[src/rtl/multi_cycle_controller.sv]
// Multi-cycle control sequencer for the 16-bit CPU datapath.
// Moore state decode with a memory wait-state handshake, an illegal-opcode trap and a retire counter.
module multi_cycle_controller (
    input  logic        clk,
    input  logic        rst_n,
    input  logic [3:0]  opcode,
    input  logic [3:0]  Funct_field,
    input  logic        zero,
    input  logic        mem_ready,
    output logic        PC_Write,
    output logic        IR_Write,
    output logic        Reg_Write,
    output logic        Mem_Read,
    output logic        Mem_Write,
    output logic        IorD,
    output logic        Mem_to_Reg,
    output logic        Reg_Dst,
    output logic        ALU_Src_A,
    output logic [1:0]  ALU_Src_B,
    output logic [3:0]  ALU_op,
    output logic [1:0]  PC_Src,
    output logic [3:0]  state,
    output logic        illegal_op,
    output logic [15:0] instr_count
);

    typedef enum logic [3:0] {
        S_FETCH     = 4'd0,
        S_DECODE    = 4'd1,
        S_MEM_ADDR  = 4'd2,
        S_MEM_READ  = 4'd3,
        S_MEM_WB    = 4'd4,
        S_MEM_WRITE = 4'd5,
        S_EXEC_R    = 4'd6,
        S_EXEC_I    = 4'd7,
        S_ALU_WB    = 4'd8,
        S_BRANCH    = 4'd9,
        S_JUMP      = 4'd10,
        S_TRAP      = 4'd11
    } state_t;

    state_t      state_r;
    state_t      next_state_s;
    logic        retire_s;
    logic        illegal_op_r;
    logic [15:0] instr_count_r;

    logic        pc_write_s, ir_write_s, reg_write_s, mem_read_s, mem_write_s;
    logic        iord_s, mem_to_reg_s, reg_dst_s, alu_src_a_s;
    logic [1:0]  alu_src_b_s, pc_src_s;
    logic [3:0]  alu_op_s;

    function automatic logic [3:0] funct_to_alu_op(input logic [3:0] funct);
        case (funct)
            4'd0:    funct_to_alu_op = 4'b0000;
            4'd1:    funct_to_alu_op = 4'b0001;
            4'd2:    funct_to_alu_op = 4'b0010;
            4'd3:    funct_to_alu_op = 4'b0011;
            default: funct_to_alu_op = 4'b0000;
        endcase
    endfunction

    // Next-state selection and retire detection
    always_comb begin
        next_state_s = S_TRAP;
        retire_s     = 1'b0;
        case (state_r)
            S_FETCH:     next_state_s = mem_ready ? S_DECODE : S_FETCH;
            S_DECODE: begin
                case (opcode)
                    4'd0:       next_state_s = S_EXEC_R;
                    4'd1, 4'd2: next_state_s = S_MEM_ADDR;
                    4'd3:       next_state_s = S_EXEC_I;
                    4'd4, 4'd5: next_state_s = S_BRANCH;
                    4'd6:       next_state_s = S_JUMP;
                    default:    next_state_s = S_TRAP;
                endcase
            end
            S_MEM_ADDR: begin
                if (opcode == 4'd1) begin
                    next_state_s = S_MEM_READ;
                end else if (opcode == 4'd2) begin
                    next_state_s = S_MEM_WRITE;
                end else begin
                    next_state_s = S_TRAP;
                end
            end
            S_MEM_READ:  next_state_s = mem_ready ? S_MEM_WB : S_MEM_READ;
            S_MEM_WB: begin
                next_state_s = S_FETCH;
                retire_s     = 1'b1;
            end
            S_MEM_WRITE: begin
                next_state_s = mem_ready ? S_FETCH : S_MEM_WRITE;
                retire_s     = mem_ready;
            end
            S_EXEC_R:    next_state_s = S_ALU_WB;
            S_EXEC_I:    next_state_s = S_ALU_WB;
            S_ALU_WB, S_BRANCH, S_JUMP: begin
                next_state_s = S_FETCH;
                retire_s     = 1'b1;
            end
            S_TRAP:      next_state_s = S_TRAP;
            default:     next_state_s = S_TRAP;
        endcase
    end

    // Control decode of the current state
    always_comb begin
        pc_write_s   = 1'b0;
        ir_write_s   = 1'b0;
        reg_write_s  = 1'b0;
        mem_read_s   = 1'b0;
        mem_write_s  = 1'b0;
        iord_s       = 1'b0;
        mem_to_reg_s = 1'b0;
        reg_dst_s    = 1'b0;
        alu_src_a_s  = 1'b0;
        alu_src_b_s  = 2'b00;
        alu_op_s     = 4'b0000;
        pc_src_s     = 2'b00;
        case (state_r)
            S_FETCH: begin
                mem_read_s  = 1'b1;
                alu_src_b_s = 2'b01;
                ir_write_s  = mem_ready;
                pc_write_s  = mem_ready;
            end
            S_DECODE:    alu_src_b_s = 2'b10;
            S_MEM_ADDR, S_EXEC_I: begin
                alu_src_a_s = 1'b1;
                alu_src_b_s = 2'b10;
            end
            S_MEM_READ: begin
                mem_read_s = 1'b1;
                iord_s     = 1'b1;
            end
            S_MEM_WB: begin
                reg_write_s  = 1'b1;
                mem_to_reg_s = 1'b1;
            end
            S_MEM_WRITE: begin
                mem_write_s = 1'b1;
                iord_s      = 1'b1;
            end
            S_EXEC_R: begin
                alu_src_a_s = 1'b1;
                alu_op_s    = funct_to_alu_op(Funct_field);
            end
            S_ALU_WB: begin
                reg_write_s = 1'b1;
                reg_dst_s   = (opcode == 4'd0);
            end
            S_BRANCH: begin
                alu_src_a_s = 1'b1;
                alu_op_s    = 4'b0001;
                pc_src_s    = 2'b01;
                if (opcode == 4'd4) begin
                    pc_write_s = zero;
                end else if (opcode == 4'd5) begin
                    pc_write_s = ~zero;
                end else begin
                    pc_write_s = 1'b0;
                end
            end
            S_JUMP: begin
                pc_write_s = 1'b1;
                pc_src_s   = 2'b10;
            end
            default: pc_write_s = 1'b0;
        endcase
    end

    // State, sticky trap flag and retired-instruction counter
    always_ff @(posedge clk or negedge rst_n) begin
        if (!rst_n) begin
            state_r       <= S_FETCH;
            illegal_op_r  <= 1'b0;
            instr_count_r <= 16'd0;
        end else begin
            state_r <= next_state_s;
            if (next_state_s == S_TRAP) begin
                illegal_op_r <= 1'b1;
            end
            if (retire_s) begin
                instr_count_r <= instr_count_r + 16'd1;
            end
        end
    end

    // Reset gates every control line so an aborted instruction cannot write
    assign PC_Write    = rst_n & pc_write_s;
    assign IR_Write    = rst_n & ir_write_s;
    assign Reg_Write   = rst_n & reg_write_s;
    assign Mem_Read    = rst_n & mem_read_s;
    assign Mem_Write   = rst_n & mem_write_s;
    assign IorD        = rst_n & iord_s;
    assign Mem_to_Reg  = rst_n & mem_to_reg_s;
    assign Reg_Dst     = rst_n & reg_dst_s;
    assign ALU_Src_A   = rst_n & alu_src_a_s;
    assign ALU_Src_B   = rst_n ? alu_src_b_s : 2'b00;
    assign ALU_op      = rst_n ? alu_op_s    : 4'b0000;
    assign PC_Src      = rst_n ? pc_src_s    : 2'b00;
    assign state       = state_r;
    assign illegal_op  = illegal_op_r;
    assign instr_count = instr_count_r;

endmodule

[config.mk]
export PLATFORM = sky130hd
export DESIGN_NAME = multi_cycle_controller
export DESIGN_NICKNAME = d
export VERILOG_FILES = /design/src/rtl/multi_cycle_controller.sv
export SDC_FILE = /design/constraint.sdc
export NUM_CORES = 1
export LEC_CHECK = 0
export BUFFER_PORTS_ARGS = -buffer_cell sky130_fd_sc_hd__buf_2
export CORE_UTILIZATION = 53
export CTS_CLUSTER_SIZE = 20
export DETAILED_ROUTE_END_ITERATION = 8
export PLACE_DENSITY = 0.88
export SLEW_MARGIN = 20
export SYNTH_ARGS = -nofsm -noshare
export SYNTH_HDL_FRONTEND = slang
export SYNTH_SLANG_ARGS = --single-unit
[constraint.sdc]
create_clock -name clk -period 2.59 [get_ports clk]
set_input_delay 0.3885 -clock clk [delete_from_list [all_inputs] [get_ports clk]]
set_output_delay 0.3885 -clock clk [all_outputs]
set_load 0.05 [all_outputs]
### After elaboration in Yosys (flattened, before gate mapping)

Index checks and enable logic that the tools add are counted.
Widths: inputs -> output; s select.

* output and inout bits: 38
* register bits: 21
* input bits: 12
* logic and storage cells: 71

* reduce and logical (&&, ||, !) cells: 11
* eq/ne operators: 20
* muxes and demuxes: 26
* bitwise gates (word level): 10
* add/sub/neg operators: 1

Operator list (number)
* $eq 4x3->1 const B: 7
* $pmux 4 s7: 1
* $eq 4x2->1 const B: 6
* $pmux 4 s5: 1
* $add 16x1->16 const B: 1
* $eq 4x4->1 const B: 4
* $eq 4x1->1 const B: 3
* $mux 4: 3
* $pmux 2 s2: 3
* $reduce_or 2->1: 6
* $mux 1: 11
* $and 1x1->1: 9
* $logic_not 4->1: 2
* $reduce_or 4->1: 2
* $mux 3: 2
* $pmux 2 s3: 1
* $mux 2: 2
* $pmux 1 s3: 1
* $reduce_or 3->1: 1
* $pmux 1 s2: 1
* $not 1->1: 1

### Depth between registers and ports, before layout

Gate-level depths: netlist of the first run.

* depth in word-level cells: 5
* mapped depth: 6
* mapped depth without buffers: 5

### Worst setup path before layout of the first run

OpenSTA, ideal clock, no wires.

* path kind: reg-to-output
* start: reg state_r[1], in the netlist state[1]
* end: out Mem_Read
* stages on the path, launching flop included: 4
* path slack: -378 ps
* data required time: 2202 ps
* data arrival time: 2580 ps
* path buffers: 1
* cell sequence: dfrtp_1 > buf_4 > and2b_1 > nor4_1

* cells in the longest elaborated chain, start to end: 4
* elaborated cells on any way between the ends: 5
* those cells by class: eq/ne: 1; mux: 1; bitwise: 1; reduce/logical: 2

Ends and longest elaborated chain
* start: declaration: RTL line 42 `state_t state_r;`
* start signal: assignment: RTL line 181 `state_r <= next_state_s;`
* $eq 4x2->1 or $logic_not 4->1 (tied branches): RTL line 122 `case (state_r)`
* $reduce_or 2->1 (no line) (*)
* $mux 1 (*): RTL line 122
* $and 1x1->1 (*): RTL line 195 `assign Mem_Read = rst_n & mem_read_s;`
* end: declaration: RTL line 13 `output logic Mem_Read,`

Mark *: on every way between the ends. The rest lies on a longest branch, timed or not.

### Worst setup path in the final report of the first run

* start: reg state_r[0], in the netlist state[0]
* end: out ALU_op[0]

* cells in the longest elaborated chain, start to end: 3
* elaborated cells on any way between the ends: 4
* those cells by class: eq/ne: 2; mux: 2

Ends and longest elaborated chain
* $eq 4x4->1 or $eq 4x3->1 (tied branches): RTL line 122
* $pmux 2 s2 (*): RTL line 122
* $mux 4 (*): RTL line 202 `assign ALU_op = rst_n ? alu_op_s : 4'b0000;`
* end: declaration: RTL line 20 `output logic [3:0] ALU_op,`

Marks and branches as above.

==> impl_metrics.ini, run 1 <==
[sta]
rsz0062_at_grt = false
timing.setup.tns_ns = 0
skew_ns = 0.0142
setup_viol = 0
fin_crit_ns = 2.33
fin_crit_sh = 0.900
hold_viol_final = 0
timing.hold.ws_ns = 0.483
fmax_ghz = 0.429
slew_viol_final = 0

[die]
ioPinCount = 50
initial_core_util = 0.562
die_width_um = 53.2
die-area_mm2 = 0.00283
die_h_um = 53.2
rows = 18
core-area_mm2 = 0.00248

[job]
drv_cap = 0

[synthesis]
ys_seq_elements = 21
yosysMostFrequentCell = dfrtp_1
synthTopCellsByArea = dfrtp_1 38%, xnor2_1 11%, nand2_1 4.3%
ys_warn_count = 0
synth.distinct_cells = 42
synthCells = 152
yosys_most_used_dff = dfrtp_1
synth_edf_count = 0
synth_area_per_cell_um2 = 9.15
yosysTopAreaCellShare = 0.378
synthArstFlopShare = 1.00
synth_area_mm2 = 0.00139
synth-seq-area-share = 0.378
synth_common_cells = 21 x dfrtp_1, 17 x xnor2_1, 16 x nand2_1
netlist.top_cell.by_area = dfrtp_1

[clocking]
cts-resized-gates = 0
cts_made_buffers = 3
numClockSinks = 21
root_buffer = clkbuf_4
cts_tree = done
cts_hold_buf = 1
clock_path_buffers = 2
worstSkewPairLatency_ns = 0.29
postCtsSetupRepairBufs = 0
clk_pin_slew_ns = 0.11
htreeDepth = 1

[final_layout]
nNetsFinal = 214
syn_to_final_growth_pct = 21.4
drive_above_1_share = 0.325
n_antenna_cell = 0

[setup_path]
cp-end-kind = output port
critPathKind = reg2out
crit_required_ns = 2.20
worst_setup_path_start_kind = flip-flop
critPathMaxFanout = 9
worstPathArrival_ns = 1.94

[power]
powerDensity_mw_per_mm2 = 1110
p_leak_nw = 0.813
ir_drop_v = 0.000671

[global_routing]
grt_pass1_wl_mm = 4.69
busiest_layer = met2
grt_pass1_vias = 1080
grt_util_all_layers = 0.230
grt_start_max_net_pins = 20
global_route.usage.met3 = 0.0230
met1_usage = 0.286
antenna_found_initial = 0
grt_util_met2 = 0.402
grt_overflow = 0

[detailed_routing]
drtIter0Drc = 35
via_count = 1276
first_pass_iters = 4
routedWlPerCell_um = 13.3
drt-total-wl_mm = 3.06
postRouteAntennaNets = 0
drt-vias-per-instance = 5.55
drc_errors = 0

[hold_path]
hold_path_class = reg2reg

[place]
dpl.hpwl_mm = 2.40
gp_congestion = 0.866
io_buffers = 47

[run_status]
status = completed
[flip-flops by register name, summed over array words and instances (netlist names)]
name         count
state            4
instr_count     16
illegal_op       1
[routing by layer]
metal / vias to the layer above / wire length, um
met5: - / 0
met4: 0 / 34
met3: 4 / 205
met2: 68 / 1510
met1: 584 / 1310
li1: 620 / -
[placed cells by master, fill, tap and decap left out, types with 2 or more instances in the layout]
master,Yosys,routed
o21ai_0,4,4
nor2b_1,4,4
nor2_1,13,12
inv_1,2,2
and3_1,6,6
clkbuf_4,0,3
o31ai_1,2,2
buf_4,3,4
nor3_1,4,4
nand2b_1,6,6
nand3_1,7,7
buf_2,5,47
and2b_1,2,2
o22ai_1,2,2
nand4_1,3,3
xnor2_1,17,17
a21oi_1,7,7
dfrtp_1,21,21
nand2_1,16,16
xor2_1,2,2
conb_1,1,2
mux2i_1,2,2
[worst max-delay path, cell delays in order, from the launching register on]
cell	delay, ns
dfrtp_1	0.48
inv_1	0.24
nand2_1	0.12
nor4_1	0.32
a21oi_1	0.12
nor2b_1	0.12
buf_2	0.27
[worst paths after layout]
check,endpoint,slack [ns],cells after the start,start
min in group asynchronous,instr_count[13],0.52,2,rst_n
worst max register to register,instr_count[11],0.88,6,state[3]
max in group asynchronous,state[3],1.57,3,rst_n
worst max-delay path,ALU_op[0],0.26,6,state[0]
worst min-delay path,instr_count[15],0.48,1,instr_count[15]
worst min register to register,instr_count[15],0.48,1,instr_count[15]
[power by group]
part / switching [mW] / internal [mW] / leakage (nW)
Combinational: 0.859 / 0.352 / 0.525
Sequential: 0.113 / 0.406 / 0.273
Clock: 0.0856 / 0.0598 / 0.0150
Total: 1.06 / 0.818 / 0.813
[metrics by stage]
stage	util	std cells	power, mW	area (um2)	setup WS (ns)
finish	0.682	230	1.88	1690	0.259
detailed placement	0.667	225	1.73	1650	0.545
global placement	0.667	225	1.70	1650	0.613
CTS	0.682	230	1.88	1690	0.239
global route	0.682	230	2.00	1690	0.0487
floorplan	-	153	1.49	1410	0.0124
[area by class of cell]
class	instances	area [um2]
Timing Repair Buffer	52	275
Sequential cell	21	526
Multi-Input combinational cell	121	817
Inverter	2	7.51
Clock buffer	4	26.3
Fill cell	205	788
Tap cell	30	37.5
[kinds of logic (layout without fill, tap and decap cells)]
kind of cell               after synthesis  after routing  share of synthesized area
AOI/OAI and AO/OA                       26             26                      0.151
adders and majority gates                1              1                    0.00899
DFF                                     21             21                      0.378
other                                    1              2                    0.00270
buffers and inverters                   11             58                     0.0477
muxes                                    3              3                     0.0225
xor gates and xnor gates                19             19                      0.120
and+or+nand+nor                         70             70                      0.270
No activity file was read; power rests on OpenSTA's default activity.
==> run 2: changes to the inputs <==
--- a/config.mk
+++ b/config.mk
@@ -6,10 +6,10 @@
 export NUM_CORES = 1
 export LEC_CHECK = 0
 export BUFFER_PORTS_ARGS = -buffer_cell sky130_fd_sc_hd__buf_2
-export CORE_UTILIZATION = 53
+export CORE_UTILIZATION = 44
 export CTS_CLUSTER_SIZE = 20
 export DETAILED_ROUTE_END_ITERATION = 8
-export PLACE_DENSITY = 0.88
+export PLACE_DENSITY = 0.78
 export SLEW_MARGIN = 20
 export SYNTH_ARGS = -nofsm -noshare
 export SYNTH_HDL_FRONTEND = slang
==> constraint.sdc (replaced) <==
create_clock -name clk -period 2 [get_ports clk]
set_input_delay 0.3 -clock clk [delete_from_list [all_inputs] [get_ports clk]]
set_output_delay 0.3 -clock clk [all_outputs]
set_load 0.05 [all_outputs]
==> run 2 against run 1 <==
Effect of this change: non-clock buffer count increased by 11; total power increased by 54%; register-to-register slack got worse by 0.62 ns; final area increased by 17%; core utilization decreased by 3.1 points; die area increased by 20%; sequential power increased by 33%; critical path type unchanged; largest power group unchanged.
==> impl_metrics.ini, run 2 (synthesis gave the netlist of run 1 again) <==
[clocking]
htreeDepth = 1
cts_tree = done
numClockSinks = 21
cts_hold_buf = 0
root_buffer = clkbuf_4
clock_path_buffers = 2
clk_pin_slew_ns = 0.12
worstSkewPairLatency_ns = 0.30
cts_made_buffers = 3

[setup_path]
cpMaxStageDelayCell = dfrtp_2
slowest_delay_ns = 0.46
worst_path_most_repeated_cell = buf_6
cp-end-kind = output port
crit_chain = buf_6 > nor2_4 > nand2_1 > nor2_1 > a21oi_2 > nor3b_4 > buf_6
crit_required_ns = 1.70
critPathMaxFanout = 5
worstSetupStartpoint = state[1]
worstPathArrival_ns = 1.67
worst_setup_path_start_kind = flip-flop
reg2reg_from = state[1]
path_delay_family = simple AND/OR/NAND/NOR gates
critPathBufInv = 2
critPathKind = reg2out

[sta]
skew_ns = 0.00866
setup_viol = 0
fin_crit_ns = 1.97
rsz0062_at_grt = true
fmax_ghz = 0.507
slew_viol_final = 0
fin_crit_sh = 0.987
hold_viol_final = 0

[place]
dpl.hpwl_mm = 2.35
placed_area_mm2 = 0.00175
gp_congestion = 1.00
io_buffers = 47

[run_status]
status = completed

[final_layout]
layout_commonest_cell = buf_2
post-route-util = 0.651
drive_above_1_share = 0.474
largest_reg_flops = 16
fill_cells = 254
syn_to_final_growth_pct = 41.6
fin_area_mm2 = 0.00197
final_cell_mix = 41 x buf_2, 17 x xnor2_1, 17 x dfrtp_1, 15 x nand2_1, 12 x buf_4
nNetsFinal = 225
n_antenna_cell = 0

[detailed_routing]
via_count = 1340
drc_errors = 0
drt-total-wl_mm = 3.36
drt-vias-per-instance = 5.25
routedWlPerCell_um = 13.2
drtIter0Drc = 40
postRouteAntennaNets = 0
first_pass_iters = 4

[global_routing]
grt_start_max_net_pins = 18
grt_pass1_wl_mm = 5.19
grt_overflow = 0
antenna_found_initial = 0
grt_pass1_vias = 1169
grt_util_all_layers = 0.195

[die]
die_h_um = 58.2
initial_core_util = 0.460
rows = 20
core-area_mm2 = 0.00303
die_width_um = 58.2
ioPinCount = 50
die-area_mm2 = 0.00339

[power]
powerDensity_mw_per_mm2 = 1460
ir_drop_v = 0.000818
power_mw = 2.88
p_leak_nw = 0.915

[hold_path]
hold_path_class = in2async

[job]
drv_cap = 0
run 2: changes by cell type in the layout (fill, tap and decap cells not counted), moves of 3 or more:
cell,delta
a21oi_1,-3
a21oi_2,+3
buf_2,-6
buf_4,+8
buf_6,+9
dfrtp_1,-4
dfrtp_2,+4
nand2b_1,-3
nor2_1,-3
run 2: worst paths after layout:
kind	cells after the start	endpoint	slack (ns)
max in group asynchronous	2	state[0]	1.67
hold / removal	2	instr_count[0]	0.08
min in group clk	4	state[2]	0.46
hold reg to reg	1	instr_count[15]	0.49
setup reg to reg	5	instr_count[1]	0.26
setup / recovery	7	PC_Write	0.03
run 2: area by class of cell:
cell class,instances,area [um2],share of cell area
clock buffer,3,22.5,0.0114
clock inverter,1,7.51,0.00381
inverter,2,7.51,0.00381
multi-input combinational,121,943,0.479
sequential,21,531,0.269
tap,44,55.1,0.0279
timing repair buffer,63,404,0.205
run 2: what timing repair did:
action,4_1_cts,5_1_grt
cloned,0,0
endpoints found under the setup margin,6,8
buffers inserted,2,8
pin swaps,1,4
resized for setup,12,20
run 2: worst register-to-register path, delay by kind of cell (launching register included):
kind | cells | cell delay, ns
AOI/OAI and AO/OA | 2 | 0.35
buffers and inverters | 1 | 0.18
and+or+nand+nor | 1 | 0.27
DFF | 1 | 0.46
muxes | 1 | 0.36
run 2: stage by stage:
step / setup WS [ns] / hold slack, ns / TNS, ns / std cells
6_report: 0.0257 / 0.0783 / 0 / 255
5_1_grt: -0.0362 / 0.0842 / -0.140 / 255
4_1_cts: 0.00363 / 0.0569 / 0 / 247
3_5_place_dp: 0.121 / 0.388 / 0 / 241
3_3_place_gp: 0.134 / 0.390 / 0 / 241
2_1_floorplan: 0.00242 / 0.00441 / 0 / 153
run 2: where the power goes:
| group | internal (mW) | switching (mW) |
|---|---|---|
| sequential | 0.533 | 0.157 |
| clock | 0.0760 | 0.129 |
| combinational | 0.719 | 1.27 |
run 2: routing by layer:
layer / wire length, um / track usage / share of wire
met1: 1450 / 0.250 / 0.43
met2: 1750 / 0.351 / 0.52
met3: 155 / 0.0134 / 0.046
met4: 8 / 0.0578 / 0.0024
met5: 0 / 0 / 0
==> run 3: changes to the inputs <==
--- a/config.mk
+++ b/config.mk
@@ -5,11 +5,11 @@
 export SDC_FILE = /design/constraint.sdc
 export NUM_CORES = 1
 export LEC_CHECK = 0
-export BUFFER_PORTS_ARGS = -buffer_cell sky130_fd_sc_hd__buf_2
-export CORE_UTILIZATION = 44
+export CORE_UTILIZATION = 56
 export CTS_CLUSTER_SIZE = 20
 export DETAILED_ROUTE_END_ITERATION = 8
-export PLACE_DENSITY = 0.78
+export DONT_BUFFER_PORTS = 1
+export PLACE_DENSITY = 0.77
 export SLEW_MARGIN = 20
 export SYNTH_ARGS = -nofsm -noshare
 export SYNTH_HDL_FRONTEND = slang
==> run 3 against run 2 <==
Effect of this change: the run now ends with negative setup slack left; flip-flop and latch count unchanged; via count decreased by 6.3%; clock power about the same; final area decreased by 3.7%; setup slack got worse by 0.070 ns; largest cell class unchanged.
==> impl_metrics.ini, run 3 (synthesis gave the netlist of run 1 again) <==
[detailed_routing]
drc_errors = 0
drt-vias-per-instance = 5.81
postRouteAntennaNets = 0
route.met3.wl_um = 184
drt-total-wl_mm = 3.32
drt-met1-wl_mm = 1.32
via_count = 1255
routedWlPerCell_um = 15.4
first_pass_iters = 4
wl_met2_mm = 1.75
top_layer = met4
drtIter0Drc = 33

[die]
die_width_um = 51.8
core-area_mm2 = 0.00228
initial_core_util = 0.611
die-area_mm2 = 0.00269
ioPinCount = 50
rows = 17
die_h_um = 51.8

[place]
io_buffers = 0
gp_congestion = 0.805
place_ws_ns = 0.273
place_inst = 206
dpl.hpwl_mm = 2.29

[setup_path]
crit_chain = buf_6 > nor2_4 > nand2_1 > nor2_2 > a21oi_2 > nor3b_4 > buf_12
slowest_delay_ns = 0.51
cpMaxStageDelayCell = dfrtp_2
critPathKind = reg2out
cp-end-kind = output port
rr_worst_depth = 6
worstPathArrival_ns = 1.74
worst_setup_path_start_kind = flip-flop
critPathMaxFanout = 8
crit_required_ns = 1.70

[clocking]
cts_tree = done
worstSkewPairLatency_ns = 0.31
clock_path_buffers = 2
cts_made_buffers = 3
numClockSinks = 21
root_buffer = clkbuf_4
clk_pin_slew_ns = 0.12
htreeDepth = 1

[run_status]
violations = negative setup slack
status = complete, but fails checks

[final_layout]
fill_cells = 129
syn_to_final_growth_pct = 36.3
n_antenna_cell = 0
drive_above_1_share = 0.415
final_cells = 216
nNetsFinal = 202
final_cell_mix = 32 x buf_4, 17 x xnor2_1, 17 x dfrtp_1, 15 x nand2_1, 8 x nor2_1
largest_reg_flops = 16
layout_commonest_cell = buf_4

[sta]
rsz0062_at_grt = true
skew_ns = 0.00331
setup_viol = 1
fin_crit_sh = 1.02
hold_viol_final = 0
maxSlewHeadroom = 0.381
slew_viol_final = 0
timing.setup.tns_ns = -0.0447
fin_crit_ns = 2.04
tightest_slew_ns = 0.926
layout_setup_ws_ns = -0.0447
fmax_ghz = 0.489

[global_routing]
antenna_found_initial = 0
grt_util_all_layers = 0.247
grt_pass1_wl_mm = 5.02
grt_overflow = 0
grt_start_max_net_pins = 22
grt_pass1_vias = 1141

[hold_path]
hold_path_class = in2reg
hold_depth = 3

[power]
p_leak_nw = 0.821
ir_drop_v = 0.00151
power_mw = 2.85
powerDensity_mw_per_mm2 = 1500

[job]
drv_cap = 0
[run 3: cell types whose count changed in the layout (fill, tap and decap cells not counted), moves of 3 or more]
cell    before  now
buf_12       0    3
buf_2       41    0
buf_4       12   32
buf_6        9    4
[run 3: path summary, 6_finish.rpt]
kind                                  from              end  slack [ns]
max                               state[0]         PC_Write       -0.04
min                              mem_ready         state[1]        0.26
max reg2reg                       state[2]  instr_count[13]        0.31
min reg2reg                instr_count[12]  instr_count[12]        0.53
max in group asynchronous            rst_n         state[2]        0.81
min in group asynchronous            rst_n   instr_count[0]        0.57
[run 3: layout make-up]
class | instances | area [um2] | share of cell area
Inverter | 2 | 7.51 | 0.00396
Clock buffer | 3 | 22.5 | 0.0119
Sequential cell | 21 | 531 | 0.280
Timing Repair Buffer | 40 | 355 | 0.187
Tap cell | 28 | 35.0 | 0.0185
Multi-Input combinational cell | 121 | 941 | 0.496
Clock inverter | 1 | 5.00 | 0.00264
[run 3: report_power, final]
| part | switching [mW] | total (mW) | leakage [nW] | internal [mW] |
|---|---|---|---|---|
| Combinational | 1.25 | 1.96 | 0.535 | 0.705 |
| Sequential | 0.154 | 0.686 | 0.268 | 0.532 |
| Clock | 0.131 | 0.205 | 0.0177 | 0.0747 |
[run 3: routing by layer]
metal	up-vias	GRT usage
met5	-	0
met4	0	0.0541
met3	9	0.0409
met2	48	0.455
met1	601	0.296
li1	597	-
[run 3: metrics by stage]
| stage | hold WS (ns) | cell area (um2) | utilization |
|---|---|---|---|
| 2_1_floorplan | 0.00441 | 1470 | - |
| 3_3_place_gp | 0.00485 | 1740 | 0.764 |
| 3_5_place_dp | 0.00476 | 1740 | 0.764 |
| 4_1_cts | 0.244 | 1810 | 0.794 |
| 5_1_grt | 0.291 | 1900 | 0.833 |
| 6_report | 0.256 | 1900 | 0.833 |
[run 3: what timing repair did]
action                                  CTS  global route
pin swaps                                 2             5
endpoints found under the setup margin    3             8
cloned                                    0             0
buffers inserted                          2             3
resized for setup                         3            18
hold endpoints to repair                 21             0
hold buffers                              1             0
[run 3: worst max-delay path, delay by kind of cell (launching register included)]
family / cells / cell delay, ns
AND/OR/NAND/NOR: 4 / 0.54
buffers and inverters: 2 / 0.32
AO/OA/AOI/OAI: 1 / 0.05
flip-flops: 1 / 0.51
